`config.mk`:
```
export PLATFORM = sky130hd
export DESIGN_NAME = spi_rx
export DESIGN_NICKNAME = d
export VERILOG_FILES = /design/src/rtl/spi_pkg.sv /design/src/rtl/spi_rx_fifo.sv /design/src/rtl/spi_rx.sv
export SDC_FILE = /design/constraint.sdc
export NUM_CORES = 1
export LEC_CHECK = 0
export ABC_CLOCK_PERIOD_IN_PS = 1800
export BUFFER_PORTS_ARGS = -buffer_cell sky130_fd_sc_hd__buf_4
export CORE_ASPECT_RATIO = 1.4
export CORE_MARGIN = 2
export CORE_UTILIZATION = 55
export CTS_BUF_LIST = sky130_fd_sc_hd__clkbuf_8
export DETAILED_ROUTE_END_ITERATION = 8
export PLACE_DENSITY = 0.86
export SYNTH_ARGS = -nofsm -noshare
export SYNTH_HDL_FRONTEND = slang
export SYNTH_SLANG_ARGS = --single-unit
```
`constraint.sdc`:
```
create_clock -name clk -period 1.8 [get_ports clk]
set_input_delay 0.36 -clock clk [delete_from_list [all_inputs] [get_ports clk]]
set_output_delay 0.36 -clock clk [all_outputs]
set_load 0.005 [all_outputs]
```
`src/rtl/spi_pkg.sv`:
```
// Shared definitions for the SPI blocks: the PCM word width (also used by the
// transmit block) and the receiver FSM state encoding.
package spi_pkg;

   localparam int SPI_WORD_W = 16;

   typedef enum logic [1:0] {
      IDLE    = 2'd0,
      SHIFT   = 2'd1,
      WAIT_CS = 2'd2
   } spi_rx_state_t;

endpackage

```
`src/rtl/spi_rx_fifo.sv`:
```
// Circular FIFO for completed receive words. Pointers carry one extra wrap bit
// so full and empty are told apart without a separate counter. The caller
// only pushes when there is room (or a pop happens in the same cycle).
// rd_data holds the most recently popped word while the FIFO is empty.
module spi_rx_fifo import spi_pkg::*; #(
   parameter int WIDTH = SPI_WORD_W,
   parameter int DEPTH = 4
) (
   input  logic             clk,
   input  logic             reset_n,
   input  logic             push_i,
   input  logic [WIDTH-1:0] push_data_i,
   input  logic             pop_i,
   output logic [WIDTH-1:0] rd_data_o,
   output logic             full_o,
   output logic             empty_o
);

   localparam int AW = $clog2(DEPTH);

   logic [WIDTH-1:0] mem_q [DEPTH];
   logic [WIDTH-1:0] mem_d [DEPTH];
   logic [AW:0]      wr_ptr_q, wr_ptr_d;
   logic [AW:0]      rd_ptr_q, rd_ptr_d;
   logic [WIDTH-1:0] last_q, last_d;
   logic [AW-1:0]    wr_idx, rd_idx;

   assign wr_idx    = wr_ptr_q[AW-1:0];
   assign rd_idx    = rd_ptr_q[AW-1:0];
   assign empty_o   = (wr_ptr_q == rd_ptr_q);
   assign full_o    = (wr_ptr_q[AW] != rd_ptr_q[AW]) && (wr_idx == rd_idx);
   assign rd_data_o = empty_o ? last_q : mem_q[rd_idx];

   // Next-state for storage, pointers and the last-popped word.
   always_comb begin
      mem_d    = mem_q;
      wr_ptr_d = wr_ptr_q;
      rd_ptr_d = rd_ptr_q;
      last_d   = last_q;
      if (push_i) begin
         mem_d[wr_idx] = push_data_i;
         wr_ptr_d      = wr_ptr_q + 1'b1;
      end
      if (pop_i && !empty_o) begin
         last_d   = mem_q[rd_idx];
         rd_ptr_d = rd_ptr_q + 1'b1;
      end
   end

   // FIFO state registers.
   always_ff @(posedge clk or negedge reset_n) begin
      if (!reset_n) begin
         for (int i = 0; i < DEPTH; i++) mem_q[i] <= '0;
         wr_ptr_q <= '0;
         rd_ptr_q <= '0;
         last_q   <= '0;
      end else begin
         mem_q    <= mem_d;
         wr_ptr_q <= wr_ptr_d;
         rd_ptr_q <= rd_ptr_d;
         last_q   <= last_d;
      end
   end

endmodule

```
`src/rtl/spi_rx.sv`:
```
// SPI mode-0 slave receiver. Oversamples sck/sdi/cs_n in the clk domain,
// shifts MSB-first WIDTH-bit words and offers them on a valid/ready port.
// Build option SPI_RX_FIFO_EN: when defined, completed words queue in a
// FIFO_DEPTH-entry FIFO; otherwise a single holding register is used.
//
// Handshake: sample_out is a word only while sample_valid=1; the word is
// consumed on a clk edge where sample_valid && sample_ready, and
// sample_valid/sample_out update on that same edge. sample_ready while empty
// is ignored.
module spi_rx import spi_pkg::*; #(
   parameter int WIDTH       = SPI_WORD_W,
   parameter int SYNC_STAGES = 2,
   parameter int FIFO_DEPTH  = 4
) (
   input  logic             clk,
   input  logic             reset_n,
   input  logic             sck,
   input  logic             sdi,
   input  logic             cs_n,
   output logic [WIDTH-1:0] sample_out,
   output logic             sample_valid,
   input  logic             sample_ready,
   output logic             overrun,
   output logic             frame_err
);

   localparam int CNT_W = $clog2(WIDTH + 1);
   localparam logic [CNT_W-1:0] LAST_BIT = CNT_W'(WIDTH - 1);

   // ---------------- synchronizers and edge detect ----------------
   logic [SYNC_STAGES-1:0] sck_sync_q, sck_sync_d;
   logic [SYNC_STAGES-1:0] sdi_sync_q, sdi_sync_d;
   logic [SYNC_STAGES-1:0] cs_sync_q, cs_sync_d;
   logic                   sck_prev_q, sck_prev_d;
   logic                   sck_s, sdi_s, cs_n_s, sck_rise;

   assign sck_s    = sck_sync_q[SYNC_STAGES-1];
   assign sdi_s    = sdi_sync_q[SYNC_STAGES-1];
   assign cs_n_s   = cs_sync_q[SYNC_STAGES-1];
   assign sck_rise = sck_s && !sck_prev_q;

   // Shift each pin one stage further down its synchronizer chain.
   always_comb begin
      sck_sync_d = {sck_sync_q[SYNC_STAGES-2:0], sck};
      sdi_sync_d = {sdi_sync_q[SYNC_STAGES-2:0], sdi};
      cs_sync_d  = {cs_sync_q[SYNC_STAGES-2:0], cs_n};
      sck_prev_d = sck_s;
   end

   // Synchronizer registers; cs_n resets to the inactive (high) level.
   always_ff @(posedge clk or negedge reset_n) begin
      if (!reset_n) begin
         sck_sync_q <= '0;
         sdi_sync_q <= '0;
         cs_sync_q  <= '1;
         sck_prev_q <= 1'b0;
      end else begin
         sck_sync_q <= sck_sync_d;
         sdi_sync_q <= sdi_sync_d;
         cs_sync_q  <= cs_sync_d;
         sck_prev_q <= sck_prev_d;
      end
   end

   // ---------------- frame FSM ----------------
   spi_rx_state_t    state_q, state_d;
   logic [CNT_W-1:0] cnt_q, cnt_d;
   logic [WIDTH-1:0] shreg_q, shreg_d;
   logic             push_q, push_d;
   logic             frame_err_q, frame_err_d;

   // Next state: cs_n release beats a simultaneous sck edge in SHIFT.
   always_comb begin
      state_d     = state_q;
      cnt_d       = cnt_q;
      shreg_d     = shreg_q;
      push_d      = 1'b0;
      frame_err_d = 1'b0;
      case (state_q)
         IDLE: begin
            if (!cs_n_s) begin
               cnt_d   = '0;
               state_d = SHIFT;
            end
         end
         SHIFT: begin
            if (cs_n_s) begin
               frame_err_d = (cnt_q != '0);
               cnt_d       = '0;
               state_d     = IDLE;
            end else if (sck_rise) begin
               shreg_d = {shreg_q[WIDTH-2:0], sdi_s};
               cnt_d   = cnt_q + 1'b1;
               if (cnt_q == LAST_BIT) begin
                  push_d  = 1'b1;
                  state_d = WAIT_CS;
               end
            end
         end
         WAIT_CS: begin
            if (cs_n_s) state_d = IDLE;
         end
         default: state_d = IDLE;
      endcase
   end

   // FSM, counter, shift register and pulse registers.
   always_ff @(posedge clk or negedge reset_n) begin
      if (!reset_n) begin
         state_q     <= IDLE;
         cnt_q       <= '0;
         shreg_q     <= '0;
         push_q      <= 1'b0;
         frame_err_q <= 1'b0;
      end else begin
         state_q     <= state_d;
         cnt_q       <= cnt_d;
         shreg_q     <= shreg_d;
         push_q      <= push_d;
         frame_err_q <= frame_err_d;
      end
   end

   assign frame_err = frame_err_q;

   // ---------------- output queue ----------------
   logic overrun_q, overrun_d;
   logic pop, accept;

`ifdef SPI_RX_FIFO_EN
   logic             fifo_full, fifo_empty;
   logic [WIDTH-1:0] fifo_rd;

   assign pop       = !fifo_empty && sample_ready;
   assign accept    = push_q && (!fifo_full || pop);
   assign overrun_d = push_q && !accept;

   spi_rx_fifo #(.WIDTH(WIDTH), .DEPTH(FIFO_DEPTH)) u_fifo (
      .clk         (clk),
      .reset_n     (reset_n),
      .push_i      (accept),
      .push_data_i (shreg_q),
      .pop_i       (pop),
      .rd_data_o   (fifo_rd),
      .full_o      (fifo_full),
      .empty_o     (fifo_empty)
   );

   assign sample_out   = fifo_rd;
   assign sample_valid = !fifo_empty;
`else
   logic [WIDTH-1:0] hold_q, hold_d;
   logic             hold_valid_q, hold_valid_d;

   assign pop       = hold_valid_q && sample_ready;
   assign accept    = push_q && (!hold_valid_q || pop);
   assign overrun_d = push_q && !accept;

   // Single-entry holding register; data stays put after it is consumed.
   always_comb begin
      hold_d       = hold_q;
      hold_valid_d = hold_valid_q;
      if (accept) begin
         hold_d       = shreg_q;
         hold_valid_d = 1'b1;
      end else if (pop) begin
         hold_valid_d = 1'b0;
      end
   end

   // Holding register flops.
   always_ff @(posedge clk or negedge reset_n) begin
      if (!reset_n) begin
         hold_q       <= '0;
         hold_valid_q <= 1'b0;
      end else begin
         hold_q       <= hold_d;
         hold_valid_q <= hold_valid_d;
      end
   end

   assign sample_out   = hold_q;
   assign sample_valid = hold_valid_q;
`endif

   // Overrun pulse lands in the cycle the dropped word would have appeared.
   always_ff @(posedge clk or negedge reset_n) begin
      if (!reset_n) overrun_q <= 1'b0;
      else          overrun_q <= overrun_d;
   end

   assign overrun = overrun_q;

endmodule

```
==> results.md <==
- The pin count of the biggest net entering global routing is between 50 and 60.
- Detailed placement finished with a half-perimeter wire length of slightly above 2 mm.
- The library cell used most frequently in the layout, excluding fill and tap cells, is sky130_fd_sc_hd__dfrtp_1.
- In the final timing run, aggregate negative setup slack is 0 ns.
- The required arrival time at the worst endpoint is between 2 and 2.5 ns.
- The number of remaining DRC errors is 0.
- The cell type with the largest total area after synthesis is sky130_fd_sc_hd__dfrtp_1.
- The first TritonRoute pass finished after 4 iterations.
- The count of nets left with antenna violations once routing finished came out at 0.
- The hold slack is between 0.06 and 0.07 ns.
- The number of fill cells is about 240.
- In the routed layout, each cell is associated on average with a via count of around 5.3.
- The critical path is of the reg -> reg type.
- The synthesized netlist devotes about 2.3% of its cell area to compound gates.
- At the pin with the least slew margin, the transition time is around 0.59 ns.
- The instance count after placement with tap cells included is between 150 and 200.
- The net count of the finished layout is 169.
- The number of buffers inserted to repair setup after CTS is 0.
- After routing the design area is roughly 0.0022 mm2.
- In the final routed layout, each cell accounts on average for 13.98 um.
- The number of pins exceeding their max-slew limit in the final report is 0.
- The post-detailed-placement cell area is 0.002121 mm2.
- The met3 track utilization from global routing is 3.689%.
- The most utilized layer in the global route result is met2.
- The timing-limited maximum frequency is about 0.63 GHz.
- The mean area per synthesized cell is ~15 um2.
- The largest family of logic cells by synthesized area is multiplexers.
- The worst setup path is captured at a register.
- Of all nets on the critical path, the largest fanout is 5.
- Measured against the total synthesized area, the mux share comes to about a fifth.
- The clock-pin transition on the worst setup and hold timing paths is around 0.09 ns.
- The basic-gate share of the synthesized area counting and, or, nand and nor cells is between 6 and 7%.
- The via count of the first global-routing pass is about 1100.
- The number of buffers inserted during clock tree synthesis is 5.
- Counting flops and latches in the post-synthesis netlist gives 50.
- Setup violations remaining at the end of the flow were counted as 0.
- Of the synthesized area, sequential elements account for between 60 and 70%.
- Clock tree synthesis found a total of 50 sinks.
- Measured along the x axis, the die boundary spans between 50 and 60 um.
- The post-synthesis share of cell area spent on full adders, half adders and majority gates is about 2.0%.
- The initial antenna violation count is 0.
- The starting utilization of the core area is 56.79%.
- The hold violation count in the final report is 0.
- Dividing the final minimum period by the clock period gives approximately 90%.
- The top cell types in the final layout, fill and taps aside, are sky130_fd_sc_hd__dfrtp_1, sky130_fd_sc_hd__mux2_1, sky130_fd_sc_hd__buf_4.
- Global routing used 19.66% of the available met1 tracks.
- The xor/xnor share of the synthesized area is less than 1%.
- The post-cts resize count is 0.
- In this run the power density over the cells is between 800 and 900 mW/mm2.
- The top-area cell type share of the netlist area is a little under two thirds.
- The clock tree buffer depth is 2.
- Row generation in the floorplan step produced 25 rows.
- Per report_power, the sequential group accounts for between 60% and 70% of the total.
- In this run the power spent charging and discharging nets is 418.5 uW.
- In this run the tightest slew margin relative to its limit is 60.46%.
- The share of final-layout standard cells stronger than drive strength 1 is between 20% and 30%.
- The number of vias after detailed routing is ~1100.
- Subtracting the final worst setup slack from the clock period gives between 1.5 and 2 ns.
- The number of port buffers is 24.
- After synthesis the cells add up to 0.001883 mm2.
- The flow ran to the end, and the final reports show no timing, DRC or antenna violations.
- The violation count after the first detailed-route iteration is 10.
- The pre-CTS setup slack is between 0.2 and 0.25 ns.
- The fraction of power spent switching nets is approximately 22%.
- The area enclosed by the die boundary is between 0.003 and 0.004 mm2.
- The combined global-route utilization of all metal layers is between 10% and 20%.
- The number of H-tree branching levels is 2.
- Setup repair after global routing left no endpoint under its margin.
- The wire length reported by the detailed router is approximately 2.8 mm.
- The post-synthesis instance total is about 130.
- Setup slack on the critical path of the routed design comes to between 0.2 and 0.25 ns.
- The number of top-level pins is 25.
- The TritonCTS clock tree is done.
- The first global-routing pass estimated 4.726 mm of wire.
- The static leakage power is between 0.001 and 0.0015 uW.
- The later-pin clock latency in the skew report is around 0.30 ns.
- Across the run, the number of max-cap violations was 0.
- Measured along the y axis, the die boundary spans ~73 um.
- The clock network accounts for roughly a third of the total power.
- The total of hold buffers inserted after clock tree synthesis is 0.
- The post-route non-filler standard cell count is 201.
- STA classifies the critical path startpoint as a register.
- The area growth from synthesis to layout is 17.08%.
- The netlist uses 23 different library cells.
- By area the synthesized netlist is led by sky130_fd_sc_hd__dfrtp_1, sky130_fd_sc_hd__mux2_1, sky130_fd_sc_hd__dfstp_2.
- The library cell used as clock root buffer is sky130_fd_sc_hd__clkbuf_8.
- The net count of the mapped netlist is about 140.
- The arrival time of the worst setup path is ~1.8 ns.
- The Yosys warning count is 0.
- The relative contribution of combinational cells to total power is 4.6%.
- The tightest min-delay check is of the in -> async type.
- The met2 track utilization from global routing is 28.40%.
- The internal power of the cells totals 1484 uW.
- The number of antenna cells inserted is 0.
- For the final database, setup skew stands at 0.009176 ns.
- The peak ir drop on the vdd network is between 0.0006 and 0.0007 V.
- The area of the placeable core is about 0.0033 mm2.
- Routability-driven placement finished with a final weighted congestion of ~0.76.
- After global routing the overflow that remains totals 0.
## through the flow
step | power (uW) | util, %
2_1_floorplan | 1275 | -
3_3_place_gp | 1318 | 63.96
3_5_place_dp | 1325 | 63.96
4_1_cts | 1920 | 66.49
5_1_grt | 1973 | 66.49
6_report | 1902 | 66.49
## layout make-up
cell class | instances | area (um2) | area share (%)
sequential | 50 | 1254 | 56.87
multi-input combinational | 69 | 588.1 | 26.67
timing repair buffer | 27 | 202.7 | 9.194
clock buffer | 5 | 68.82 | 3.121
tap | 40 | 50.05 | 2.270
inverter | 7 | 26.28 | 1.192
clock inverter | 3 | 15.01 | 0.6810
## power by group through the flow
stage	sequential (uW)	clock [uW]	combinational [uW]
6_report	1210	601	87.4
5_1_grt	1230	648	100
4_1_cts	1210	616	90.8
3_5_place_dp	1230	0	90.7
3_3_place_gp	1230	0	84.6
2_1_floorplan	1220	0	50.9
## synthesized netlist by cell type
library cell and count:
sky130_fd_sc_hd__or3_1 1, sky130_fd_sc_hd__nand2b_1 1, sky130_fd_sc_hd__ha_1 3, sky130_fd_sc_hd__a2111oi_1 1, sky130_fd_sc_hd__or2b_1 1, sky130_fd_sc_hd__o21ai_1 4
sky130_fd_sc_hd__nand3_1 3, sky130_fd_sc_hd__buf_2 3, sky130_fd_sc_hd__and2_1 1, sky130_fd_sc_hd__nor3_1 2, sky130_fd_sc_hd__nor2_1 5, sky130_fd_sc_hd__a21oi_1 1
sky130_fd_sc_hd__dfrtp_1 48, sky130_fd_sc_hd__nor4b_1 1, sky130_fd_sc_hd__inv_1 7, sky130_fd_sc_hd__mux2_2 3, sky130_fd_sc_hd__nor2b_1 3, sky130_fd_sc_hd__mux2_1 30
sky130_fd_sc_hd__a211o_1 1, sky130_fd_sc_hd__and3_1 1, sky130_fd_sc_hd__xnor2_1 1, sky130_fd_sc_hd__nand2_1 6, sky130_fd_sc_hd__dfstp_2 2
## path summary, 6_finish.rpt
path / from / end / slack, ns / cells after the start
max: cs_sync_q[1] / cnt_q[3] / 0.22 / 4
min: reset_n / sample_valid / 0.06 / 1
max reg2reg: cs_sync_q[1] / cnt_q[3] / 0.22 / 4
min reg2reg: sck_sync_q[0] / sck_sync_q[1] / 0.35 / 0
max in group asynchronous: reset_n / cnt_q[2] / 1.33 / 1
min in group clk: cs_n / cs_sync_q[0] / 0.17 / 1
## flip-flops by register name, summed over array words and instances, names as in the netlist
signal        count
cs_sync_q         2
overrun           1
push_q            1
sdi_sync_q        2
state_q           2
sck_prev_q        1
shreg_q          16
cnt_q             5
sample_valid      1
sample_out       16
frame_err         1
sck_sync_q        2
## metal layers
| layer | vias up | routed length [um] |
|---|---|---|
| met5 | - | 0 |
| met4 | 0 | 44 |
| met3 | 5 | 117 |
| met2 | 22 | 1526 |
| met1 | 551 | 1121 |
| li1 | 497 | - |
## kinds of logic after synthesis
group           count (synthesis)
xor+xnor                        1
simple gates                   25
mux                            33
flops                          50
compound gates                  7
fa+ha+maj                       3
buf+inv                        10
## worst max-delay path, stage by stage, from the launching register on
cell,delay (ns)
sky130_fd_sc_hd__dfstp_2,0.57
sky130_fd_sc_hd__nor2b_1,0.08
sky130_fd_sc_hd__a211o_1,0.35
sky130_fd_sc_hd__or3_1,0.36
sky130_fd_sc_hd__a21oi_1,0.15
(Power assumes the default switching activity.)
